[src/rtl/uart_clk_pkg.sv]
// Shared types and constants for the UART baud tick scheduler.
// The default-divisor helper keeps DEFAULT_DIV derivable from the clock frequency.
package uart_clk_pkg;

    typedef enum logic [1:0] {
        STOP = 2'd0,
        RUN  = 2'd1,
        PEND = 2'd2
    } state_e;

    localparam int MIN_DIV      = 2;
    localparam int DEFAULT_BAUD = 115200;

    // clk_in cycles per oversample tick, truncated toward zero.
    function automatic int calc_default_div(input int base_mhz, input int baud, input int oversample);
        return (base_mhz * 1000000) / (baud * oversample);
    endfunction

endpackage

[src/rtl/uart_baud_tick_ctrl_tick_counter.sv]
// Modulo-(last+1) counter with clear, load and a wrap pulse.
// The wrap pulse does not depend on clear, so a terminal count can be observed on the edge that clears.
module tick_counter #(
    parameter int WIDTH = 16
) (
    input  logic             clk_in,
    input  logic             rst,
    input  logic             clr,
    input  logic             ld,
    input  logic [WIDTH-1:0] ld_val,
    input  logic             en,
    input  logic [WIDTH-1:0] last,
    output logic             wrap
);

    logic [WIDTH-1:0] count_q;
    logic [WIDTH-1:0] count_d;

    assign wrap = en && (count_q == last);

    always_comb begin
        count_d = count_q;
        if (clr) begin
            count_d = '0;
        end else if (ld) begin
            count_d = ld_val;
        end else if (en) begin
            count_d = wrap ? '0 : count_q + WIDTH'(1);
        end
    end

    always_ff @(posedge clk_in) begin
        if (rst) begin
            count_q <= '0;
        end else begin
            count_q <= count_d;
        end
    end

endmodule

[src/rtl/uart_baud_tick_ctrl.sv]
// Runtime-programmable baud scheduler: rx_tick at the oversample rate, tx_tick every OVERSAMPLE rx_ticks.
// New divisors arrive over valid/ready and take effect only at a period boundary (or immediately when stopped).
module uart_baud_tick_ctrl
    import uart_clk_pkg::*;
#(
    parameter int DIV_WIDTH      = 16,
    parameter int OVERSAMPLE     = 16,
    parameter int BASE_FREQUENCY = 100,
    parameter int DEFAULT_DIV    = calc_default_div(BASE_FREQUENCY, DEFAULT_BAUD, OVERSAMPLE)
) (
    input  logic                 clk_in,
    input  logic                 rst,
    input  logic                 enable,
    input  logic [DIV_WIDTH-1:0] cfg_div,
    input  logic                 cfg_valid,
    output logic                 cfg_ready,
    output logic                 rx_tick,
    output logic                 tx_tick,
    output logic                 locked,
    output logic [DIV_WIDTH-1:0] active_div
);

    localparam int OS_W = $clog2(OVERSAMPLE);

    state_e               state_q, state_d;
    logic [DIV_WIDTH-1:0] div_q, div_d;
    logic [DIV_WIDTH-1:0] pend_q, pend_d;
    logic                 rx_tick_q, rx_tick_d;
    logic                 tx_tick_q, tx_tick_d;
    logic                 locked_q, locked_d;
    logic                 cfg_ready_q, cfg_ready_d;

    logic xfer;
    logic per_en, per_clr, per_wrap;
    logic os_clr, os_wrap;
    logic apply;

    function automatic logic [DIV_WIDTH-1:0] clamp_div(input logic [DIV_WIDTH-1:0] v);
        return (v < DIV_WIDTH'(MIN_DIV)) ? DIV_WIDTH'(MIN_DIV) : v;
    endfunction

    assign xfer    = cfg_valid && cfg_ready_q;
    assign per_en  = (state_q != STOP) && enable;
    assign per_clr = !per_en;
    assign apply   = (state_q == PEND) && per_wrap;
    assign os_clr  = per_clr || apply;

    tick_counter #(.WIDTH(DIV_WIDTH)) u_period_ctr (
        .clk_in (clk_in),
        .rst    (rst),
        .clr    (per_clr),
        .ld     (1'b0),
        .ld_val ('0),
        .en     (per_en),
        .last   (div_q - DIV_WIDTH'(1)),
        .wrap   (per_wrap)
    );

    // Advances once per rx period; restarts from zero whenever a new divisor is applied.
    tick_counter #(.WIDTH(OS_W)) u_os_ctr (
        .clk_in (clk_in),
        .rst    (rst),
        .clr    (os_clr),
        .ld     (1'b0),
        .ld_val ('0),
        .en     (per_wrap),
        .last   (OS_W'(OVERSAMPLE - 1)),
        .wrap   (os_wrap)
    );

    always_comb begin
        // NOTE: every _d signal gets a default up front so no branch can leave it unassigned and infer a latch.
        state_d     = state_q;
        div_d       = div_q;
        pend_d      = pend_q;
        rx_tick_d   = 1'b0;
        tx_tick_d   = 1'b0;
        locked_d    = locked_q;
        cfg_ready_d = cfg_ready_q;

        case (state_q)
            STOP: begin
                locked_d    = 1'b0;
                cfg_ready_d = 1'b1;
                if (xfer) div_d = clamp_div(cfg_div);
                if (enable) state_d = RUN;
            end
            RUN, PEND: begin
                if (!enable) begin
                    state_d     = STOP;
                    locked_d    = 1'b0;
                    cfg_ready_d = 1'b1;
                    if (state_q == PEND) div_d = pend_q;
                    else if (xfer)       div_d = clamp_div(cfg_div);
                end else begin
                    rx_tick_d = per_wrap;
                    tx_tick_d = os_wrap;
                    if (per_wrap) locked_d = 1'b1;
                    // The old period's tick still goes out; lock is re-earned at the new rate.
                    if (apply) begin
                        div_d       = pend_q;
                        locked_d    = 1'b0;
                        cfg_ready_d = 1'b1;
                        state_d     = RUN;
                    end else if ((state_q == RUN) && xfer) begin
                        pend_d      = clamp_div(cfg_div);
                        cfg_ready_d = 1'b0;
                        state_d     = PEND;
                    end
                end
            end
            default: state_d = STOP;
        endcase
    end

    always_ff @(posedge clk_in) begin
        // NOTE: state registers use non-blocking assignments so every flop samples pre-edge values.
        if (rst) begin
            state_q     <= STOP;
            div_q       <= DIV_WIDTH'(DEFAULT_DIV);
            pend_q      <= DIV_WIDTH'(DEFAULT_DIV);
            rx_tick_q   <= 1'b0;
            tx_tick_q   <= 1'b0;
            locked_q    <= 1'b0;
            cfg_ready_q <= 1'b1;
        end else begin
            state_q     <= state_d;
            div_q       <= div_d;
            pend_q      <= pend_d;
            rx_tick_q   <= rx_tick_d;
            tx_tick_q   <= tx_tick_d;
            locked_q    <= locked_d;
            cfg_ready_q <= cfg_ready_d;
        end
    end

    assign cfg_ready  = cfg_ready_q;
    assign rx_tick    = rx_tick_q;
    assign tx_tick    = tx_tick_q;
    assign locked     = locked_q;
    assign active_div = div_q;

endmodule
[config.mk]
export PLATFORM = sky130hd
export DESIGN_NAME = uart_baud_tick_ctrl
export DESIGN_NICKNAME = d
export VERILOG_FILES = /design/src/rtl/uart_clk_pkg.sv /design/src/rtl/uart_baud_tick_ctrl_tick_counter.sv /design/src/rtl/uart_baud_tick_ctrl.sv
export SDC_FILE = /design/constraint.sdc
export NUM_CORES = 1
export LEC_CHECK = 0
export ABC_AREA = 1
export BUFFER_PORTS_ARGS = -buffer_cell sky130_fd_sc_hd__buf_2
export CAP_MARGIN = 20
export CORE_AREA = 2 2 86 88
export DETAILED_ROUTE_END_ITERATION = 7
export DIE_AREA = 0 0 88 90
export PLACE_DENSITY = 0.79
export RECOVER_POWER = 100
export SLEW_MARGIN = 20
export SYNTH_ARGS = -nofsm -noshare
export SYNTH_HDL_FRONTEND = slang
export SYNTH_HIERARCHICAL = 1
export SYNTH_SLANG_ARGS = --single-unit
[constraint.sdc]
create_clock -name clk_in -period 4 [get_ports clk_in]
set_input_delay 0.6 -clock clk_in [delete_from_list [all_inputs] [get_ports clk_in]]
set_output_delay 0.6 -clock clk_in [all_outputs]
set_load 0.05 [all_outputs]
==> out/metrics.csv <==
stage,metric,value,unit
floorplanning,row count,31,
place,Placer Congestion,0.8756,
sta,Final TNS setup,0,ps
global_routing,initial antenna violation count,0,
cts,post-CTS sizing,0,
global_routing,GRT Util Overall,25.81,%
cts,clock buffer depth,2,
worst_hold_path,hold depth,2,
flow_run,Max-cap violations,0,
global_routing,number of global-route vias before repair,3766,
sta,final clock skew,7.251,ps
synth,register bit total from synthesis,58,
setup_path,WS Path Type,reg2reg,
setup_path,CP Max Fanout,27,
synth,Syn Area/Cell,6.525,sq um
synth,Synth area leaders,"dfxtp_1 (28%), nand2_1 (15%), nor2_1 (7.4%)",
cells_and_area,footprint of the multi-input gates,2510,sq um
cells_and_area,antenna cells,0,
cells_and_area,Fillers,686,
sta,Slew @ Worst Pin,909.4,ps
synth,dominant cell type by area after synthesis,dfxtp_1,
cts,CTS H-tree lvls,3,
floorplanning,die width,88,um
place,Buffers on Ports,39,
status,outcome,finished clean,
floorplanning,number of I/O pins,40,
setup_path,crit path DAT,3630,ps
synth,Gate Count Post-Synth,628,
cells_and_area,Syn-to-layout area delta,10.41,%
synth,post-synthesis sequential area ratio,28.34,%
floorplanning,core region area,7020,sq um
setup_path,Critical Path Start Type,flip-flop,
route,post-route ant nets,0,
synth,Ys Warns,6,
sta,Slew Limit Fails,0,
floorplanning,die area,7920,sq um
cells_and_area,Final Net Count,717,
sta,highest clock rate,296.2,MHz
route,DRT Wirelength,9393,um
sta,crit path time final,3376,ps
floorplanning,Initial Utilization,58.37,%
sta,count of final setup violators,0,
cts,number of hold buffers added after CTS,0,
synth,Post-Synthesis Cell Area,4098,sq um
cts,CTS buffer count,9,
setup_path,worst-case reg-to-reg path depth,20,
global_routing,largest net degree at the start of global routing,32,
route,via count,4018,
sta,RSZ-0062 raised after global routing,no,
place,Post-DP HPWL,7053,um
cts,clk sinks,58,
route,routed vias/inst,5.060,
global_routing,first-pass GRT wire length,16680,um
pwr,Leakage,2.062,nW
place,Place WS,426.4,ps
cts,Worst-path clk slew,70,ps
cts,clk root buf,clkbuf_8,
pwr,worst vdd rail ir drop,0.2700,mV
pwr,power density over the cells,356.2,nW/um^2
worst_hold_path,worst hold path type,reg2reg,
route,drc violations,0,
route,detailed-router iteration count before antenna repair,5,
setup_path,nature of the critical path endpoint,flip-flop,
global_routing,global route overflow,0,
cts,latest clock arrival within the worst-skew pair,350,ps
cts,setup bufs post-CTS,0,
cells_and_area,share of layout cells above drive strength 1,11.80,%
sta,period utilisation layout,84.40,%
cells_and_area,"commonest non-fill, non-tap cells in the layout","nand2_1 (162), nor2_1 (81), inv_1 (77), dfxtp_1 (58), a21oi_1 (48)",
cells_and_area,sequential cell area,1161,sq um
floorplanning,die height,90,um
route,routed len/inst,11.83,um
setup_path,Critical Path RT,4260,ps
cells_and_area,most common library cell in the layout ignoring fill and taps,nand2_1,
synth,top cell type's share of synthesized area,28.34,%
synth,Yosys cell types,39,
route,drt first-iter violations,240,
sta,final worst slack,624.2,ps
sta,Fin. Hold Viols,0,
sta,Slew headroom,39.15,%
cells_and_area,final core utilization,64.44,%
cts,CTS tree,yes,
[sequential cells by signal, indices dropped and copies added (netlist names)]
register and flops:
locked 1, pend_q 16, u_os_ctr/count_q 4, cfg_ready 1, tx_tick 1, state_q 2
u_period_ctr/count_q 16, rx_tick 1, active_div 16
[kinds of logic after synthesis]
group / Yosys count / share of synthesized area (%)
AO/OA/AOI/OAI: 116 / 18.56
XOR/XNOR: 25 / 5.344
adder cells (fa/ha/maj): 7 / 2.137
buffers and inverters: 110 / 11.63
flip-flops: 58 / 28.34
other: 2 / 0.1833
AND/OR/NAND/NOR: 310 / 33.80
[final timing paths]
kind                      start       endpoint  slack [ps]
hold / removal        pend_q[5]      pend_q[5]         470
setup / recovery  active_div[0]  active_div[5]         620
setup reg to reg  active_div[0]  active_div[5]         620
hold reg to reg       pend_q[5]      pend_q[5]         470
[Yosys cell counts]
master and number:
nor3_4 1, nand2_2 6, inv_1 77, conb_1 2
a21oi_1 44, buf_4 6, buf_1 1, xor2_1 18
nand3_4 1, o211ai_1 5, clkinv_1 3, nor2_4 3
inv_4 1, nand3_1 22, o21a_1 1, nand3_2 8
a21oi_2 10, nand4_1 7, o21ai_1 1, buf_2 4
o21ai_2 2, a22oi_1 20, xnor2_1 7, clkbuf_1 5
buf_6 3, nand2_1 162, or2_2 2, o31ai_1 1
dfxtp_1 58, nor2_1 81, nor3b_1 1, inv_2 9
nor3_1 5, nand2_4 4, o211ai_2 9, nor2_2 7
buf_8 1, o21ai_0 23, ha_1 7
[where the power goes]
| part | internal [mW] | switching (mW) |
|---|---|---|
| Sequential | 0.603 | 0.0385 |
| Clock | 0.366 | 0.239 |
| Combinational | 0.111 | 0.255 |
[layer usage]
| metal | GRT usage, % | vias to the layer above | part of all wire (%) |
|---|---|---|---|
| met1 | 33.24 | 1776 | 45 |
| met3 | 5.142 | 19 | 5.9 |
| met5 | 0 | - | 0 |
| met2 | 42.36 | 128 | 47 |
| met4 | 9.103 | 0 | 1.9 |
| li1 | - | 2095 | - |
[per-stage QoR]
stage	area (sq um)	total power, mW	hold WS [ps]	cells
CTS	4619	1.632	468.2	794
floorplan	4218	0.9568	423.6	660
global route	4524	1.697	518.9	794
detailed placement	4400	1.030	451.4	778
finish	4524	1.612	469.7	794
global placement	4400	1.022	445.3	778
[critical path, cell delays in order (launching register included)]
cell     delay (ps)
dfxtp_1         330
inv_1           110
ha_1            200
nand2_1         110
nor3_1          290
nand3_1         150
xnor2_1         200
inv_1            60
nand2_1          80
nand2_1          60
nor2_1          100
nand2_1          50
nor2_1          160
nand3_4         200
inv_1           190
nand2_1         120
nand3_2         140
nand2_4         190
inv_1           210
o21ai_0         130
o31ai_1         210
[layout make-up]
type / count / share of cell area [%]
clock buffers: 11 / 3.125
inverters: 90 / 7.522
repair buffers: 39 / 3.761
multi-input cells: 492 / 55.48
well taps: 99 / 2.738
flip-flops and latches: 58 / 25.66
clock inverters: 5 / 1.715
Power figures use the tool's default switching activity.
